## config.mk

```make
export PLATFORM = sky130hd
export DESIGN_NAME = reg_skid_buf_flat
export DESIGN_NICKNAME = d
export VERILOG_FILES = /design/src/rtl/reg_skid_buf_if.sv /design/src/rtl/reg_skid_buf.sv /design/src/flat_wrapper.sv
export SDC_FILE = /design/constraint.sdc
export NUM_CORES = 1
export LEC_CHECK = 0
export ABC_AREA = 1
export BUFFER_PORTS_ARGS = -buffer_cell sky130_fd_sc_hd__buf_2
export CORE_MARGIN = 2
export CORE_UTILIZATION = 25
export CTS_BUF_LIST = sky130_fd_sc_hd__clkbuf_4 sky130_fd_sc_hd__clkbuf_8 sky130_fd_sc_hd__clkbuf_16
export CTS_CLUSTER_DIAMETER = 100
export DETAILED_ROUTE_END_ITERATION = 10
export PLACE_DENSITY = 0.54
export SETUP_SLACK_MARGIN = 0.1
export SKIP_LAST_GASP = 1
export SLEW_MARGIN = 20
export SYNTH_ARGS = -nofsm -noshare
export SYNTH_HDL_FRONTEND = slang
export SYNTH_SLANG_ARGS = --single-unit
```

## constraint.sdc

```tcl
create_clock -name i_clk -period 1.13 [get_ports i_clk]
set_input_delay 0 -clock i_clk [delete_from_list [all_inputs] [get_ports i_clk]]
set_output_delay 0 -clock i_clk [all_outputs]
set_load 0.005 [all_outputs]
```

## src/rtl/reg_skid_buf_if.sv

```systemverilog
// Valid/ready handshake bundle for the two-entry register slice.
// slave is the slice itself; master is the producer/reader side.
interface reg_skid_buf_if #(
    parameter int DATA_WIDTH = 32
);
    logic                  i_valid;
    logic                  o_ready;
    logic [DATA_WIDTH-1:0] i_data;
    logic                  o_valid;
    logic                  i_ready;
    logic [DATA_WIDTH-1:0] o_data;
    logic [1:0]            o_level;

    modport slave (
        input  i_valid,
        input  i_data,
        input  i_ready,
        output o_ready,
        output o_valid,
        output o_data,
        output o_level
    );

    modport master (
        output i_valid,
        output i_data,
        output i_ready,
        input  o_ready,
        input  o_valid,
        input  o_data,
        input  o_level
    );
endinterface

```

## src/rtl/reg_skid_buf.sv

```systemverilog
// Two-entry valid/ready register slice; every output decodes from flops.
// main drives o_data, skid catches the word accepted while main is stalled.
module reg_skid_buf #(
    parameter int DATA_WIDTH = 32
) (
    input  logic           i_clk,
    input  logic           i_rst,
    reg_skid_buf_if.slave  bus
);
    typedef enum logic [1:0] {
        EMPTY = 2'd0,
        BUSY  = 2'd1,
        FULL  = 2'd2
    } state_t;

    state_t                state_q;
    state_t                state_d;
    logic [DATA_WIDTH-1:0] main_q;
    logic [DATA_WIDTH-1:0] main_d;
    logic [DATA_WIDTH-1:0] skid_q;
    logic [DATA_WIDTH-1:0] skid_d;
    logic                  wr;
    logic                  rd;

    assign bus.o_valid = (state_q != EMPTY);
    assign bus.o_ready = (state_q != FULL);
    assign bus.o_data  = main_q;

    always_comb begin
        bus.o_level = 2'd0;
        unique case (state_q)
            BUSY:    bus.o_level = 2'd1;
            FULL:    bus.o_level = 2'd2;
            default: bus.o_level = 2'd0;
        endcase
    end

    assign wr = bus.i_valid & bus.o_ready;
    assign rd = bus.o_valid & bus.i_ready;

    always_ff @(posedge i_clk) begin
        if (i_rst) begin
            state_q <= EMPTY;
            main_q  <= '0;
            skid_q  <= '0;
        end else begin
            state_q <= state_d;
            main_q  <= main_d;
            skid_q  <= skid_d;
        end
    end

    always_comb begin
        state_d = state_q;
        main_d  = main_q;
        skid_d  = skid_q;
        unique case (state_q)
            EMPTY: begin
                if (wr) begin
                    main_d  = bus.i_data;
                    state_d = BUSY;
                end
            end
            BUSY: begin
                if (wr && rd) begin
                    main_d = bus.i_data;
                end else if (wr) begin
                    skid_d  = bus.i_data;
                    state_d = FULL;
                end else if (rd) begin
                    state_d = EMPTY;
                end
            end
            FULL: begin
                // write cannot fire here since o_ready is low
                if (rd) begin
                    main_d  = skid_q;
                    state_d = BUSY;
                end
            end
            default: begin
                state_d = EMPTY;
            end
        endcase
    end
endmodule

```

## src/flat_wrapper.sv

```systemverilog
// flat-port wrapper written by rule: the top's interface ports become plain ports
module reg_skid_buf_flat 
#(
    parameter int DATA_WIDTH = 32
)
  (i_clk, i_rst, bus_i_valid, bus_i_data, bus_i_ready, bus_o_ready, bus_o_valid, bus_o_data, bus_o_level);
  reg_skid_buf_if #(.DATA_WIDTH(DATA_WIDTH)) bus_i ();
  input  logic i_clk;
  input  logic i_rst;
  input wire logic [$bits(bus_i.i_valid)-1:0] bus_i_valid;
  input wire logic [$bits(bus_i.i_data)-1:0] bus_i_data;
  input wire logic [$bits(bus_i.i_ready)-1:0] bus_i_ready;
  output wire logic [$bits(bus_i.o_ready)-1:0] bus_o_ready;
  output wire logic [$bits(bus_i.o_valid)-1:0] bus_o_valid;
  output wire logic [$bits(bus_i.o_data)-1:0] bus_o_data;
  output wire logic [$bits(bus_i.o_level)-1:0] bus_o_level;
  assign bus_i.i_valid = bus_i_valid;
  assign bus_i.i_data = bus_i_data;
  assign bus_i.i_ready = bus_i_ready;
  assign bus_o_ready = bus_i.o_ready;
  assign bus_o_valid = bus_i.o_valid;
  assign bus_o_data = bus_i.o_data;
  assign bus_o_level = bus_i.o_level;
  reg_skid_buf #(.DATA_WIDTH(DATA_WIDTH)) u_core (.i_clk(i_clk), .i_rst(i_rst), .bus(bus_i));
endmodule
```

Word level (Yosys, flattened, before mapping)
Cells that the tools add are included.
- word-level logic and storage cells: 32
- bits of input ports: 36
- register bits: 66
- bitwise gates (word level): 3
- equality and inequality tests: 8
- reductions and logical operators: 7
- multiplexer cells: 11
- operators by type and width (kind ; count):
    32-bit two-way mux ; 3
    32-bit one-hot mux with 3 select lines ; 1
    2-bit two-way mux ; 5
    4-bit AND reduction ; 2
    2-bit by 1-bit != test with 1-bit output (second input constant) ; 3
    2-bit one-hot mux with 3 select lines ; 1
    2-bit != test (second input constant) ; 2
    2-bit one-hot mux with 2 select lines ; 1
    3-bit by 1-bit != test with 1-bit output (second input constant) ; 1
    3-bit AND reduction ; 1
    3-bit nonzero test ; 1
    1-bit AND ; 2
    2-bit by 1-bit == test with 1-bit output (second input constant) ; 1
    2-bit == test (second input constant) ; 1
    2-bit logical NOT ; 1
    2-bit nonzero test ; 1
    1-bit logical AND ; 1
    1-bit NOT ; 1

Depth between registers and ports, before layout
Gate-level depths: netlist of the first run.
- depth after elaboration: 6
- depth in mapped cells: 9
- depth with buffers taken out: 8

Worst setup path after synthesis of the first run
No wires, ideal clock.
- path kind: register -> register
- start point: register u_core.state_q[0]
- end point: register u_core.skid_q[8]
- cell stages (with the launch flop): 9
- path slack: -0.104 ns
- period minus slack after synthesis: 1.234 ns
- data required time: 1.014 ns
- arrival time: 1.118 ns
- cells stage by stage: dfxtp_1 inv_2 nor2_2 nand2_1 nor2_2 inv_2 buf_4 nor2_1 nor2_1
- word-level cells in the longest chain between the ends: 5
- elaborated cells on any way between the ends: 8
- classes of those cells: eq/ne: 2; bitwise: 3; reduce/logical: 3
- RTL lines (item ; line ; source):
    from (decl) ; reg_skid_buf.sv:16 ; state_t state_q;
    from (signal assigned) ; reg_skid_buf.sv:47 ; state_q <= state_d;
    2-bit != test / 2-bit nonzero test (equally long branches) ; reg_skid_buf.sv:26, reg_skid_buf.sv:25 ;
    1-bit AND (on tied branches) ; reg_skid_buf.sv:38, reg_skid_buf.sv:39 ;
    1-bit logical AND ; reg_skid_buf.sv:65 ; if (wr && rd) begin
    1-bit NOT (no source line) ; n/a ;
    3-bit AND reduction (no source line) * ; n/a ;
    to (signal assigned) ; reg_skid_buf.sv:49 ; skid_q <= skid_d;
    to (decl) ; reg_skid_buf.sv:20 ; logic [DATA_WIDTH-1:0] skid_q;
Mark *: on every way between the ends. The rest lies on a longest branch, timed or not.
A chain may end at the register's enable or synchronous reset.

Final worst setup path of the first run
- start point: register u_core.state_q[0]
- end point: output port bus_o_level[1]
- word-level cells in the longest chain between the ends: 2
- elaborated cells on any way between the ends: 3
- classes of those cells: eq/ne: 2; mux: 1
- RTL lines (item ; line ; source):
    2-bit == test / 2-bit by 1-bit == test with 1-bit output (equally long branches) ; reg_skid_buf.sv:31 ; unique case (state_q)
    2-bit one-hot mux with 2 select lines * ; reg_skid_buf.sv:31 ;
    to (decl) ; flat_wrapper.sv:16 ; output wire logic [$bits(bus_i.o_level)-1:0] bus_o_level;
Marked as above.

==> results of run 1 <==
-- layout make-up --
class	instances	area share
multi-input combinational	341	0.342
sequential	66	0.283
timing repair buffer	131	0.229
clock buffer	12	0.0541
tap	172	0.0459
inverter	41	0.0368
clock inverter	3	0.00854
-- flip-flops by register name, summed over array words and instances, names as in the netlist --
| register | cells |
|---|---|
| u_core.state_q | 2 |
| u_core.bus.o_data | 32 |
| u_core.skid_q | 32 |
-- cell usage in the layout, fill, tap and decap left out --
cell and count:
inv_1 34, clkbuf_8 1, dfxtp_1 64, clkbuf_16 11
a31o_1 1, inv_6 1, clkinv_2 2, buf_2 69
nor2_4 3, a21oi_1 1, clkinvlp_4 1, bufinv_16 1
clkbuf_4 2, nor2_2 21, nor2_1 106, dlygate4sd3_1 33
nand2_2 4, dfxtp_4 1, clkinv_4 1, nand3b_1 1
inv_2 2, nand2_8 5, dfxtp_2 1, buf_12 7
nand2_4 4, buf_8 2, buf_4 6, a21oi_2 1
nand2_1 102, buf_6 12, inv_4 2, nand3_1 60
o21ai_0 32
-- routing by layer --
layer | global-route usage | part of all wire | vias up
li1 | - | - | 1697
met1 | 0.179 | 0.46 | 1447
met2 | 0.227 | 0.46 | 79
met3 | 0.0360 | 0.061 | 9
met4 | 0.0659 | 0.015 | 0
met5 | 0 | 0 | -
-- kinds of logic (layout without fill, tap and decap cells) --
logic type	after synthesis	after routing	synth area share
buffers and inverters	69	187	0.113
AND/OR/NAND/NOR	305	306	0.418
AO/OA/AOI/OAI	35	35	0.0559
flip-flops	66	66	0.413
-- power by group through the flow --
stage	Clock [mW]	Combinational (mW)	Sequential, mW
6_report	2.77	1.45	2.65
4_1_cts	2.85	1.39	2.65
3_3_place_gp	0	1.21	2.69
3_5_place_dp	0	1.22	2.70
5_1_grt	2.92	1.64	2.68
2_1_floorplan	0	0.785	2.70
-- per-stage QoR --
| step | TNS [ps] | hold WS, ps | std cells | util |
|---|---|---|---|---|
| floorplan | -1900 | 55.1 | 475 | - |
| global placement | -4850 | 225 | 712 | 0.306 |
| detailed placement | -6520 | 227 | 712 | 0.306 |
| CTS | -5490 | 154 | 763 | 0.365 |
| global route | -10950 | 188 | 766 | 0.373 |
| finish | -4970 | 165 | 766 | 0.373 |
-- what timing repair did --
item	in CTS	in global routing
setup buffers	2	1
cloned	1	2
gates resized for setup	19	14
setup endpoints to repair	70	70
endpoints found under the hold margin	34	0
hold buffers	33	0
pin swaps	2	5
-- path summary, 6_finish.rpt --
kind / cells after the start / endpoint / startpoint / slack [ps]
worst max-delay path: 6 / bus_o_level[1] / u_core.state_q[0] / -150
worst max register to register: 7 / u_core.skid_q[5] / u_core.state_q[1] / -120
worst min-delay path: 5 / u_core.bus.o_data[14] / i_rst / 160
worst min register to register: 2 / u_core.bus.o_data[26] / u_core.bus.o_data[26] / 470
-- synth_stat cells, drive strengths merged --
master  instances
nor2          130
buf            23
dfxtp          66
nand3b          1
inv            39
clkinv          2
nand3          60
o21ai          32
nand2         114
a31o            1
clkbuf          5
a21oi           2
-- worst max-delay path: cells and delay by family (launching register included) --
family | cells | cell delay, ps
buf+inv | 5 | 510
flops | 1 | 330
simple gates | 1 | 110
==> summary.md, run 1 <==
| Metric | Value |
|---|---|
| Outcome | `finished, violations left` |
| Failing checks | `negative setup slack` |
| Clock skew | `5.86 ps` |
| Hold Fails Final Rpt | `0` |
| Synth-to-layout area growth | `46.6%` |
| Largest net degree at the start of global routing | `35` |
| CP Data Required Time | `1130 ps` |
| Layout cell share with drive strength beyond 1 | `0.269` |
| CTS Buffer Depth | `2` |
| Synth top area share | `0.413` |
| Fin crit period | `1280 ps` |
| Cell chain of the critical path | `inv_4 > nand2_4 > buf_8 > clkinvlp_4 > buf_6 > buf_6` |
| Max Slew Vio Count | `0` |
| Vias in the first global route | `3,029` |
| Synth Cell Area | `3200 um^2` |
| First-pass GRT wire length | `14,900 um` |
| Switching power share of the total | `0.271` |
| Peak supply drop | `0.000645 V` |
| Worst-skew pair later-pin latency | `330 ps` |
| Setup WS post-layout | `-153 ps` |
| Gr ovfl total | `0` |
| Die ar. | `13,700 um^2` |
| Sequential Area | `1330 um^2` |
| Clock network power share | `0.403` |
| Static leakage | `2.39 nW` |
| Worst setup SP type | `register` |
| ANT cells | `0` |
| Power per Cell Area | `1470 nW/um^2` |
| Synth Instances | `475` |
| Wire per inst | `12.0 um` |
| Overall Global Routing Usage | `0.142` |
| Worst Hold Class | `input port to register` |
| Area of the multi-input gates | `1610 um^2` |
| Final setup violation count | `67` |
| Max Cap Viol | `0` |
| Cell variety after synth | `21` |
| Clock transition at path regs | `50 ps` |
| Initial antenna violation count | `0` |
| Worst path max stage delay | `330 ps` |
| Flop pwr share | `0.386` |
| DRC | `0` |
| Worst slew margin | `0.809` |
| Post-Layout Inst Area | `4690 um^2` |
| DR iter-0 viols | `138` |
| Routed via count | `3,232` |
| #FFs+latches synth | `66` |
| Dpl hpwl | `5740 um` |
| Nets | `626` |
| Post-route clock period utilization | `1.14` |
| Final ANT Viol Nets | `0` |
| Starting Density | `0.255` |
| # rows | `41` |
| Gate power share | `0.211` |
| Pwr Total | `6.87 mW` |
| Synth area leader | `dfxtp_1` |
| Core Area | `12,600 um^2` |
| Routed vias/inst | `4.22` |
| Internal power | `5.01 mW` |
| Horiz. Die Dim | `117 um` |
| Gpl congestion | `0.772` |
| Slowest cell on crit path | `dfxtp_2` |
| Unrepaired setup endpoints after global routing | `yes` |
| Sequential share of the synthesized area | `0.413` |
| DP Area | `3850 um^2` |
| CP Capture Type | `output port` |
| Crit path DAT | `1280 ps` |
| Crit-path most repeated cell | `buf_6` |
| CTS root buffer | `clkbuf_16` |
| Port Buffer Count | `71` |
| Worst slack, placed | `-154 ps` |
| Dominant cells by area after synthesis | `dfxtp_1 41%, nor2_1 13%, nand2_1 13%, nand3_1 9.4%, o21ai_0 5.0%` |
| Mapped Nets | `511` |
| Slew of the pin with the lowest slew margin | `287 ps` |
| CTS Buf Count | `9` |
| CTS Sinks | `66` |
| Filler cells | `1,358` |
| Switch Pwr | `1.86 mW` |
| Syn. warnings | `0` |
| WS Path Type | `register to output port` |
| H-tree levels | `3` |
| TritonCTS clock tree | `built` |
| Pre-antenna DRT Iters | `4` |
| # IOs | `72` |
| Routed WL | `9190 um` |
| Die height | `117 um` |
| Crit-path max FO | `8` |
| Fmax achieved | `0.779 GHz` |
| Mapped Avg Cell Area | `6.74 um^2` |
Note: power is estimated with default switching activity, not from simulation.
==> run 2: changes to the inputs <==
CTS_BUF_LIST = default   (was sky130_fd_sc_hd__clkbuf_4 sky130_fd_sc_hd__clkbuf_8 sky130_fd_sc_hd__clkbuf_16)
PLACE_DENSITY = 0.52   (was 0.54)
clock period = 1.3 ns   (was 1.13 ns; I/O delays follow)
==> summary.md, run 2 (synthesis results as in run 1) <==
| Metric | Value |
|---|---|
| Final instance count without filler cells | `767 (+0.13%)` |
| Routed WL | `9380 um (+2.1%)` |
| Routed via count | `3,253 (+0.65%)` |
| Fin crit period | `1280 ps` |
| First-pass GRT wire length | `14,500 um (-2.5%)` |
| Nets | `627 (+0.16%)` |
| Worst-skew pair later-pin latency | `330 ps (about the same)` |
| DRC | `0 (unchanged)` |
| CP Data Required Time | `1520 ps (+390 ps)` |
| Worst Hold Class | `input port to register` |
| Hold Fails Final Rpt | `0 (unchanged)` |
| Worst slack, placed | `-85.6 ps (+67.9 ps)` |
| Core Area | `12,600 um^2 (unchanged)` |
| Setup WS post-layout | `22.2 ps (+175 ps)` |
| Unrepaired setup endpoints after global routing | `yes` |
| Post-Layout Inst Area | `4620 um^2 (-1.5%)` |
| Max Slew Vio Count | `0 (unchanged)` |
| CTS root buffer | `clkbuf_16` |
| Worst slew margin | `0.756 (-0.0524)` |
| Dpl hpwl | `5920 um (+3.2%)` |
| Final ANT Viol Nets | `0 (unchanged)` |
| Commonest non-fill, non-tap cell in the layout | `nor2_1` |
| Peak supply drop | `0.000910 V (+41%)` |
| Most frequent cells in the layout | `106 x nor2_1, 103 x nand2_1, 70 x buf_2, 64 x dfxtp_1, 59 x nand3_1` |
| Clock transition at path regs | `50 ps (about the same)` |
| CTS Buf Count | `9 (unchanged)` |
| TritonCTS clock tree | `built` |
| Gpl congestion | `0.811 (+5.1%)` |
| Gr ovfl total | `0 (unchanged)` |
| Fmax achieved | `0.783 GHz` |
| Pre-antenna DRT Iters | `4 (unchanged)` |
| CP Capture Type | `register` |
| Horiz. Die Dim | `117 um (unchanged)` |
| DP Area | `3750 um^2 (-2.7%)` |
| Post-route clock period utilization | `0.983` |
| WS Path Type | `register to register` |
| Final setup violation count | `0 (-100%)` |
| DR iter-0 viols | `208 (+51%)` |
| Routed vias/inst | `4.24 (+0.52%)` |
| Largest net degree at the start of global routing | `35 (unchanged)` |
| Overall Global Routing Usage | `0.138 (-0.00383)` |
| Synth-to-layout area growth | `44.3%` |
| Crit path DAT | `1500 ps (+220 ps)` |
| Power per Cell Area | `1310 nW/um^2 (-10%)` |
| # IOs | `72 (unchanged)` |
| CTS Buffer Depth | `2 (unchanged)` |
| Port Buffer Count | `71 (unchanged)` |
| Starting Density | `0.255 (unchanged)` |
| Die ar. | `13,700 um^2 (unchanged)` |
| Layout cell share with drive strength beyond 1 | `0.262 (-0.00718)` |
| Post-Place Cells | `708 (-0.56%)` |
| Die height | `117 um (unchanged)` |
| Initial antenna violation count | `0 (unchanged)` |
| H-tree levels | `3 (unchanged)` |
| Crit-path max FO | `12 (+4)` |
| Static leakage | `2.36 nW (-1.4%)` |
| ANT cells | `0 (unchanged)` |
| Vias in the first global route | `2,974 (-1.8%)` |
| Clock skew | `4.07 ps (-1.79 ps)` |
| Wire per inst | `12.2 um (+2.0%)` |
| # rows | `41 (unchanged)` |
| Outcome | `completed` |
| Max Cap Viol | `0 (unchanged)` |
| Slew of the pin with the lowest slew margin | `365 ps (+78.7 ps)` |
| Worst R2R Setup Slack | `20 ps (+140 ps)` |
| CTS Sinks | `66 (unchanged)` |
| Worst setup SP type | `register` |
-- run 2: cell count changes in the layout (fill, tap and decap cells not counted), moves of 2 or more --
cell,change
clkbuf_4,-2
buf_6,-6
clkbuf_1,+3
buf_4,+11
buf_8,-2
buf_12,-3
inv_2,-2
-- run 2: cell type report --
type,count,area [um^2]
Tap cell,172,215
Multi-Input combinational cell,342,1620
Fill cell,1338,7950
Clock buffer,12,236
Inverter,41,175
Sequential cell,66,1330
Clock inverter,3,65.1
Timing Repair Buffer,131,981
-- run 2: routing by layer --
metal | share of wire | vias to the layer above | track usage
met1 | 0.47 | 1465 | 0.181
li1 | - | 1705 | -
met3 | 0.050 | 11 | 0.0402
met2 | 0.46 | 72 | 0.218
met5 | 0 | - | 0
met4 | 0.016 | 0 | 0.0455
-- run 2: repair_timing --
item | CTS | global route
setup endpoints to repair | 67 | 68
buffers inserted | 3 | 5
pin swaps | 4 | 3
resized for setup | 16 | 14
cloned | 1 | 2
hold endpoints to repair | 34 | 0
hold buffers | 33 | 0
-- run 2: power by group --
group | total, mW | internal (mW) | leakage (nW) | switching (mW)
clock network | 2.51 | 1.67 | 0.147 | 0.844
registers | 2.31 | 2.20 | 0.543 | 0.101
logic | 1.24 | 0.563 | 1.67 | 0.682
total | 6.06 | 4.43 | 2.36 | 1.63
-- run 2: final timing paths --
| check | from | end | cells after the start |
|---|---|---|---|
| setup / recovery | u_core.state_q[1] | u_core.bus.o_data[26] | 8 |
| hold / removal | bus_i_valid | u_core.state_q[0] | 6 |
| setup reg to reg | u_core.state_q[1] | u_core.bus.o_data[26] | 8 |
| hold reg to reg | u_core.bus.o_data[0] | u_core.bus.o_data[0] | 2 |
-- run 2: through the flow --
stage / power (mW) / TNS (ps) / utilization / hold WS (ps)
final: 6.06 / 0 / 0.368 / 171
after global routing: 6.38 / -1230 / 0.368 / 204
after CTS: 6.06 / 0 / 0.356 / 133
after detailed placement: 3.38 / -2120 / 0.298 / 200
after global placement: 3.36 / -78.4 / 0.298 / 195
after floorplan: 3.02 / 0 / - / 61.7
-- run 2: critical path, stage by stage (launching register included) --
cell	delay, ps
dfxtp_4	420
inv_4	60
nand3b_1	100
nand2_2	70
inv_4	120
buf_12	140
nand3_1	120
nand2_1	90
nor2_1	40
==> run 3: changes to the inputs <==
PLACE_DENSITY = default   (was 0.52)
==> summary.md, run 3 (synthesis results as in run 1) <==
| Metric | Value |
|---|---|
| Slew of the pin with the lowest slew margin | `262 ps (-103 ps)` |
| Max Slew Vio Count | `0 (unchanged)` |
| Post-route clock period utilization | `0.987 (+0.00370)` |
| Core Area | `12,600 um^2 (unchanged)` |
| Horiz. Die Dim | `117 um (unchanged)` |
| # IOs | `72 (unchanged)` |
| Die ar. | `13,700 um^2 (unchanged)` |
| # rows | `41 (unchanged)` |
| Clock skew | `8.17 ps (+4.10 ps)` |
| Largest net degree at the start of global routing | `65 (+86%)` |
| Max Cap Viol | `0 (unchanged)` |
| Unrepaired setup endpoints after global routing | `yes` |
| Routed WL | `9430 um (+0.54%)` |
| Worst path max stage delay | `380 ps (-40 ps)` |
| Layout cell share with drive strength beyond 1 | `0.279 (+0.0166)` |
| CTS Buf Count | `9 (unchanged)` |
| CTS Sinks | `66 (unchanged)` |
| Hold endpoint | `u_core.state_q[1]` |
| Final setup violation count | `0 (unchanged)` |
| CTS Buffer Depth | `2 (unchanged)` |
| Worst Hold Class | `input port to register` |
| DR iter-0 viols | `211 (+1.4%)` |
| Commonest non-fill, non-tap cell in the layout | `nand2_1` |
| TritonCTS clock tree | `built` |
| First-pass GRT wire length | `15,400 um (+5.6%)` |
| WP depth | `6 (-2)` |
| Crit-path max FO | `19 (+7)` |
| Crit-path most repeated cell | `nor2_4` |
| Port Buffer Count | `71 (unchanged)` |
| Crit path buffers/inverters | `1 (-2)` |
| Worst-skew pair later-pin latency | `330 ps (about the same)` |
| Pre-antenna DRT Iters | `4 (unchanged)` |
| Crit path max-delay family | `simple AND/OR/NAND/NOR gates` |
| Dpl hpwl | `5980 um (+0.92%)` |
| Die height | `117 um (unchanged)` |
| H-tree levels | `3 (unchanged)` |
| Most frequent cells in the layout | `104 x nand2_1, 101 x nor2_1, 70 x buf_2, 64 x dfxtp_1, 59 x nand3_1` |
| Wire per inst | `12.2 um (about the same)` |
| Post-Place Cells | `712 (+0.56%)` |
| Hold Crit Depth | `4 (-2)` |
| Final ANT Viol Nets | `0 (unchanged)` |
| Vias in the first global route | `3,238 (+8.9%)` |
| R2R cell count | `6 (-2)` |
| R2r startpoint | `u_core.state_q[1]` |
| Worst R2R Setup Slack | `20 ps (about the same)` |
| Worst setup SP type | `register` |
| Filler cells | `1,306 (-2.4%)` |
| Hold path start | `bus_i_ready` |
| Crit path DAT | `1550 ps (+50 ps)` |
| Cell chain of the critical path | `nor2_4 > nand2_4 > nor2_4 > buf_6 > o21ai_0 > nor2_1` |
| Hold Fails Final Rpt | `0 (unchanged)` |
| CP Data Required Time | `1560 ps (+40 ps)` |
| Final instance count without filler cells | `771 (+0.52%)` |
| Gr ovfl total | `0 (unchanged)` |
| DP Area | `3810 um^2 (+1.8%)` |
| Nets | `630 (+0.48%)` |
| Starting Density | `0.255 (unchanged)` |
| Gpl congestion | `0.755 (-7.0%)` |
| CP Capture Type | `register` |
| Static leakage | `2.43 nW (+2.8%)` |
| Sequential Area | `1330 um^2 (unchanged)` |
| Outcome | `completed` |
| Initial antenna violation count | `0 (unchanged)` |
| WS Path Type | `register to register` |
| Fin crit period | `1280 ps (+4.81 ps)` |
| Overall Global Routing Usage | `0.144 (+0.00605)` |
| CTS root buffer | `clkbuf_16` |
| Area of the multi-input gates | `1620 um^2 (+0.15%)` |
| ANT cells | `0 (unchanged)` |
| Reg2reg end | `u_core.skid_q[25]` |
| Power per Cell Area | `1320 nW/um^2 (+0.79%)` |
| Routed vias/inst | `4.24 (about the same)` |
| Clock transition at path regs | `50 ps (about the same)` |
| Post-Layout Inst Area | `4740 um^2 (+2.5%)` |
| Routed via count | `3,271 (+0.55%)` |
| Slowest cell on crit path | `dfxtp_4` |
| Fmax achieved | `0.780 GHz (-0.38%)` |
| DRC | `0 (unchanged)` |
| Worst slew margin | `0.825 (+0.0687)` |
| Peak supply drop | `0.000768 V (-16%)` |
| Synth-to-layout area growth | `48.0%` |
==> run 3: cell types whose count changed in the layout (fill, tap and decap cells not counted), sizes merged <==
cell      before  now
buf           97   99
clkinv         3    4
clkinvlp       1    0
inv           38   39
nand2        116  117
==> run 3: worst min-delay path, delay by kind of cell <==
kind                   cells  cell delay, ps
AO/OA/AOI/OAI              1              60
buffers and inverters      2             300
AND/OR/NAND/NOR            1             110
==> run 3: worst max-delay path by stage <==
stage                                  from                   end
final                     u_core.state_q[1]     u_core.skid_q[25]
after detailed placement  u_core.state_q[0]     u_core.skid_q[25]
after global routing      u_core.state_q[0]      u_core.skid_q[9]
after global placement    u_core.state_q[0]      u_core.skid_q[4]
after CTS                 u_core.state_q[0]  u_core.bus.o_data[2]
after floorplan           u_core.state_q[0]      u_core.skid_q[8]
==> run 3: stage by stage <==
| stage | setup TNS (ps) | hold WS, ps | total power [mW] | setup slack [ps] | utilization |
|---|---|---|---|---|---|
| after floorplan | 0 | 61.7 | 3.02 | 99.6 | - |
| after global placement | 0 | 200 | 3.39 | 14.3 | 0.303 |
| after detailed placement | 0 | 208 | 3.40 | 0.532 | 0.303 |
| after CTS | 0 | 142 | 6.25 | 55.0 | 0.365 |
| after global routing | -1030 | 215 | 6.60 | -53.5 | 0.377 |
| final | 0 | 178 | 6.26 | 17.4 | 0.377 |
==> run 3: cell type report <==
cell class / count / area share
clock buffers: 12 / 0.0542
inverters: 41 / 0.0354
flip-flops and latches: 66 / 0.280
clock inverters: 4 / 0.0156
multi-input cells: 343 / 0.343
well taps: 172 / 0.0454
repair buffers: 133 / 0.227
==> run 3: layer usage <==
layer,vias to the layer above,share of wire,GRT usage
met5,-,0,0
met4,0,0.013,0.0478
met3,10,0.053,0.0438
met2,70,0.47,0.240
met1,1471,0.47,0.177
li1,1720,-,-
==> run 3: repair_timing <==
item,CTS,global route
buffers inserted,4,4
pin swaps,2,3
hold endpoints to repair,34,0
gates cloned,1,3
hold buffers,33,0
gates resized for setup,19,18
endpoints found under the setup margin,63,69
==> run 3: power breakdown <==
part           internal, mW  switching [mW]
Sequential             2.20           0.102
Combinational         0.598           0.683
Clock                  1.78           0.891
Total                  4.59            1.68
